[config.mk]
export PLATFORM = sky130hd
export DESIGN_NAME = bcd_to_bin
export DESIGN_NICKNAME = d
export VERILOG_FILES = /design/src/rtl/bcd_to_bin.sv
export SDC_FILE = /design/constraint.sdc
export NUM_CORES = 1
export LEC_CHECK = 0
export CAP_MARGIN = 40
export CORE_MARGIN = 10
export CORE_UTILIZATION = 55
export CTS_CLUSTER_SIZE = 24
export DETAILED_ROUTE_END_ITERATION = 16
export GPL_ROUTABILITY_DRIVEN = 0
export PLACE_DENSITY = 0.84
export SETUP_SLACK_MARGIN = 0.15
export SLEW_MARGIN = 25
export SYNTH_ARGS = -nofsm -noshare
export SYNTH_HDL_FRONTEND = slang
export SYNTH_SLANG_ARGS = --single-unit
[constraint.sdc]
create_clock -name clk -period 3.2 [get_ports clk]
set_input_delay 0.32 -clock clk [delete_from_list [all_inputs] [get_ports clk]]
set_output_delay 0.32 -clock clk [all_outputs]
set_load 0.05 [all_outputs]
[src/rtl/bcd_to_bin.sv]
// Sequential eight-digit packed-BCD to binary converter, one digit per cycle, MSD first.
// Digits above 9 are still accumulated, and they raise the err flag that is returned with the result.
module bcd_to_bin (
  input  logic        clk,
  input  logic        rst,
  input  logic        start,
  input  logic [31:0] bcd_in,
  output logic        busy,
  output logic        done,
  output logic [31:0] bin_out,
  output logic        err,
  output logic [1:0]  state_dbg
);

  localparam logic [1:0] IDLE = 2'd0;
  localparam logic [1:0] CONV = 2'd1;
  localparam logic [1:0] FIN  = 2'd2;

  logic [1:0]  state;
  logic [31:0] shreg;
  logic [31:0] acc;
  logic        err_acc;
  logic [2:0]  cnt;

  logic [3:0]  digit;
  logic [31:0] acc_next;
  logic        err_next;

  // acc*10 as two shifts and an add; any overflow wraps modulo 2^32.
  always_comb begin
    digit    = shreg[31:28];
    acc_next = (acc << 3) + (acc << 1) + {28'd0, digit};
    err_next = err_acc | (digit > 4'd9);
  end

  always_ff @(posedge clk) begin
    if (rst) begin
      state   <= IDLE;
      shreg   <= '0;
      acc     <= '0;
      err_acc <= 1'b0;
      cnt     <= '0;
      bin_out <= '0;
      err     <= 1'b0;
    end else begin
      case (state)
        IDLE, FIN: begin
          if (start) begin
            shreg   <= bcd_in;
            acc     <= '0;
            err_acc <= 1'b0;
            cnt     <= 3'd7;
            state   <= CONV;
          end else begin
            state   <= IDLE;
          end
        end
        CONV: begin
          acc     <= acc_next;
          err_acc <= err_next;
          shreg   <= shreg << 4;
          cnt     <= cnt - 3'd1;
          // The last digit is folded straight into the visible result on entry to FIN.
          if (cnt == 3'd0) begin
            bin_out <= acc_next;
            err     <= err_next;
            state   <= FIN;
          end
        end
        default: state <= IDLE;
      endcase
    end
  end

  assign busy      = (state == CONV);
  assign done      = (state == FIN);
  assign state_dbg = state;

endmodule

==> results list <==
* Die Height: 124 um
- Clock skew on the completed layout was measured at 13.1 ps.
* Antenna diodes: 0
- Post-Synthesis Cells: slightly above 700
- Setup TNS Final: 0 ps
- The hold violation total from the final report came to 0.
- Post-synth EDFFs: 0
- In this run the worst path has a maximum fanout of 4.
* Status: finished clean
- Number of instances on the worst hold path: 2
- The initial utilization of the core area, before any placement, comes to 0.568.
- Antenna violations before repair: 0
* Maximum clock frequency: between 300 and 400 MHz
- Number of buffers added on ports: 71
- In this run the horizontal extent of the chip is 124 um.
- Synth Register Bits: 102
- Crit start category: register
- In the global route stage, overall resource usage came out at 0.205.
* Core Box Area: between 10000 and 15000 um2
* Time the final worst path needs with I/O delays and setup: 3020 ps
- The via count of the first global-routing pass is 5368.
- In the final routed layout, each cell accounts on average for 17.7 um.
* Post-Route WL: around 16000 um
* Sum of overflow across all layers after global routing: 0
* Later-pin clock latency in the skew report: 400 ps
- Among all flip-flop cells after synthesis, the most frequent one is dfxtp_1.
* Sort of element at the end of the critical path: register
- By area the synthesized netlist is led by dfxtp_1 35%, ha_1 13%, nand2_1 8.0%.
* Netlist area before placement: 5920 um2
* Met2 Track Usage GR: 0.349
* Global-route wire length before repair: 25500 um
- In the routed design, unresolved DRC markers number 0.
- The biggest area contributor in the post-synthesis netlist is dfxtp_1.
* Unrepaired setup endpoints after global routing: false
- CTS Buf Count: 9
* Boundary pin count: between 70 and 80
- When the netlist entered floorplanning its net count stood at 810.
* Placed wire-length estimate: 11500 um
- In this run the critical register-to-register path is launched from acc[2]$_SDFFE_PP0P_.
* Total power density per cell area: 368 nW/um2
- Number of nets in the final layout: 860
- In this run the register-to-register setup slack is 180 ps.
- Worst reg2reg path endpoint: bin_out[21]$_SDFFE_PP0P_
- The setup path with the least slack is of type reg2reg.
- In this run the static leakage power is 2.91 nW.
- The die covers 15300 um2.
- Worst slack on hold paths: approximately 450 ps
- Req. time, crit path: 3520 ps
- Clock buffer depth: 2
- For the pin with the worst max-slew slack, the measured transition is 808 ps.
- The count of pins over their slew limit came to 0.
- Max IR drop VDD: between 300 and 400 uV
- Final setup fails: 0
* Global route hottest layer: met2
- Fraction of layout cells with a size suffix above 1: 0.0898
- Dividing the final minimum period by the clock period gives 0.943.
- Post-synthesis area per instance: 8.30 um2
- Via total after detailed routing: about 5500
- Once layout is complete, the utilization of the core stands at 0.673.
- Max-cap violations in this run came to 0.
- 1st-pass router iterations: 7
- Pwr Total: 2.58 mW
* Met3 capacity usage during global routing: 0.0480
* Post-synthesis sequential area ratio: 0.345
* Proportion of netlist area held by the largest area contributor: 0.345
- Residual antenna-violating net count after detailed routing: 0
- Data on the critical path arrives at its endpoint at roughly 3300 ps.
* Starting DRT DRC Count: between 400 and 500
* Synth cell types: 67
* CTS tree: built
* Clk Tree Root Cell: clkbuf_8
* Hold Crit Start: acc[29]$_SDFFE_PP0P_
* Share of flip-flops with an asynchronous set or reset: 0
- Cell count of the worst reg-to-reg path: 12
- The path with the worst hold slack has its endpoint at acc[29]$_SDFFE_PP0P_.
* Kind of path behind the tightest hold check: reg2reg
* Sink Count: 102
- Yosys printed 0 warnings.
- H-tree depth: 3
* Floorplan row count: 37
* CTS clock-pin slew for the worst setup and hold paths: 100 ps
* Avg Vias per Cell: 6.12
* Tightest slew margin relative to the limit: 0.461
- Synthesis-to-layout area growth: 18.4%
* Maximum number of pins on one net before global-route repair: 57
- Global routing met1 resource utilization: 0.245
==> cell usage after synthesis (4+ instances only) <==
| cell type | count |
|---|---|
| buf_2 | 8 |
| a21o_1 | 13 |
| o21ai_0 | 14 |
| dfxtp_1 | 102 |
| o21ai_1 | 11 |
| a22oi_1 | 15 |
| o21a_1 | 4 |
| and3_1 | 4 |
| ha_1 | 60 |
| nand2b_1 | 4 |
| clkbuf_1 | 30 |
| a311oi_1 | 28 |
| nand3_1 | 13 |
| nand2_1 | 126 |
| nor3_1 | 12 |
| a22o_1 | 10 |
| a31oi_1 | 4 |
| inv_1 | 18 |
| buf_1 | 5 |
| nand4_1 | 7 |
| xnor2_1 | 17 |
| a211oi_1 | 8 |
| xor2_1 | 9 |
| a21oi_1 | 53 |
| nor2_1 | 73 |
| nor2b_1 | 5 |
==> where the power goes <==
part	internal, mW	switching (mW)
registers	1.33	0.0381
logic	0.149	0.259
clock network	0.300	0.502
total	1.78	0.799
==> through the flow <==
stage	worst slack, ps	instance area (um2)	instances
after floorplan	353	5920	713
after global placement	244	6690	885
after detailed placement	109	6710	887
after CTS	157	6920	903
after global routing	74.5	7010	904
final	182	7010	904
==> state kept, by name, indices dropped and copies added, names as in the netlist <==
name / count
bin_out: 32
acc: 31
shreg: 32
err: 1
err_acc: 1
cnt: 3
state_dbg: 2
==> worst max-delay path by stage <==
stage	start	to	slack, ps	depth (start not counted)
2_1_floorplan	shreg[31]$_SDFFE_PP0P_	bin_out[26]$_SDFFE_PP0P_	350	11
3_3_place_gp	shreg[31]$_SDFFE_PP0P_	bin_out[31]$_SDFFE_PP0P_	240	12
3_5_place_dp	acc[0]$_SDFFE_PP0P_	bin_out[26]$_SDFFE_PP0P_	110	11
4_1_cts	shreg[31]$_SDFFE_PP0P_	bin_out[17]$_SDFFE_PP0P_	160	12
5_1_grt	acc[2]$_SDFFE_PP0P_	bin_out[21]$_SDFFE_PP0P_	70	12
6_report	acc[2]$_SDFFE_PP0P_	bin_out[21]$_SDFFE_PP0P_	180	12
==> area by class of cell <==
cell class | instances | area [um2]
multi-input cells | 549 | 3750
fillers | 847 | 3410
flip-flops and latches | 102 | 2050
repair buffers | 82 | 792
well taps | 136 | 170
clock buffers | 10 | 128
inverters | 19 | 71.3
clock inverters | 6 | 53.8
==> routing by layer <==
layer  vias to the layer above  wire [um]
li1                       2647          -
met1                      2611       6470
met2                       236       7850
met3                        42       1280
met4                         0        433
met5                         -          0
==> cells by family (layout without fill, tap and decap cells) <==
logic type | count (synthesis) | in the layout | synth area share
DFF | 102 | 102 | 0.345
adders and majority gates | 62 | 62 | 0.134
muxes | 2 | 2 | 0.00338
buffers and inverters | 62 | 117 | 0.0410
xor gates and xnor gates | 27 | 27 | 0.0412
AOI/OAI and AO/OA | 194 | 194 | 0.240
and+or+nand+nor | 264 | 264 | 0.196
==> what timing repair did <==
item,CTS,global route
pin swaps,1,8
setup buffers,0,1
gates resized for setup,4,19
hold buffers,0,0
endpoints found under the setup margin,4,20
==> placed cells by master, fill, tap and decap left out, drive strengths merged, types with 3 or more instances in the layout <==
cell	instances
and3	5
a22o	10
a211oi	10
nor2	76
nor3	13
or2	3
nand2	126
nand4	7
a22oi	15
a31oi	6
clkdlybuf4s50	70
o21bai	3
clkbuf	10
xnor2	18
nand2b	5
a21o	13
a21oi	56
o31ai	4
ha	60
o21ai	27
a311oi	28
nand3	13
nor2b	5
dfxtp	102
inv	23
o21a	4
xor2	9
or3	3
buf	12
o211ai	3
==> worst max-delay path: stages (launching register included) <==
cell	delay [ps]
dfxtp_2	350
inv_2	40
fa_1	590
inv_1	60
ha_1	290
a21o_1	210
nand4_1	180
a31oi_4	140
or3_4	370
a21oi_4	270
xnor2_2	170
nand2_1	90
a21oi_1	170
(Power assumes the default switching activity.)
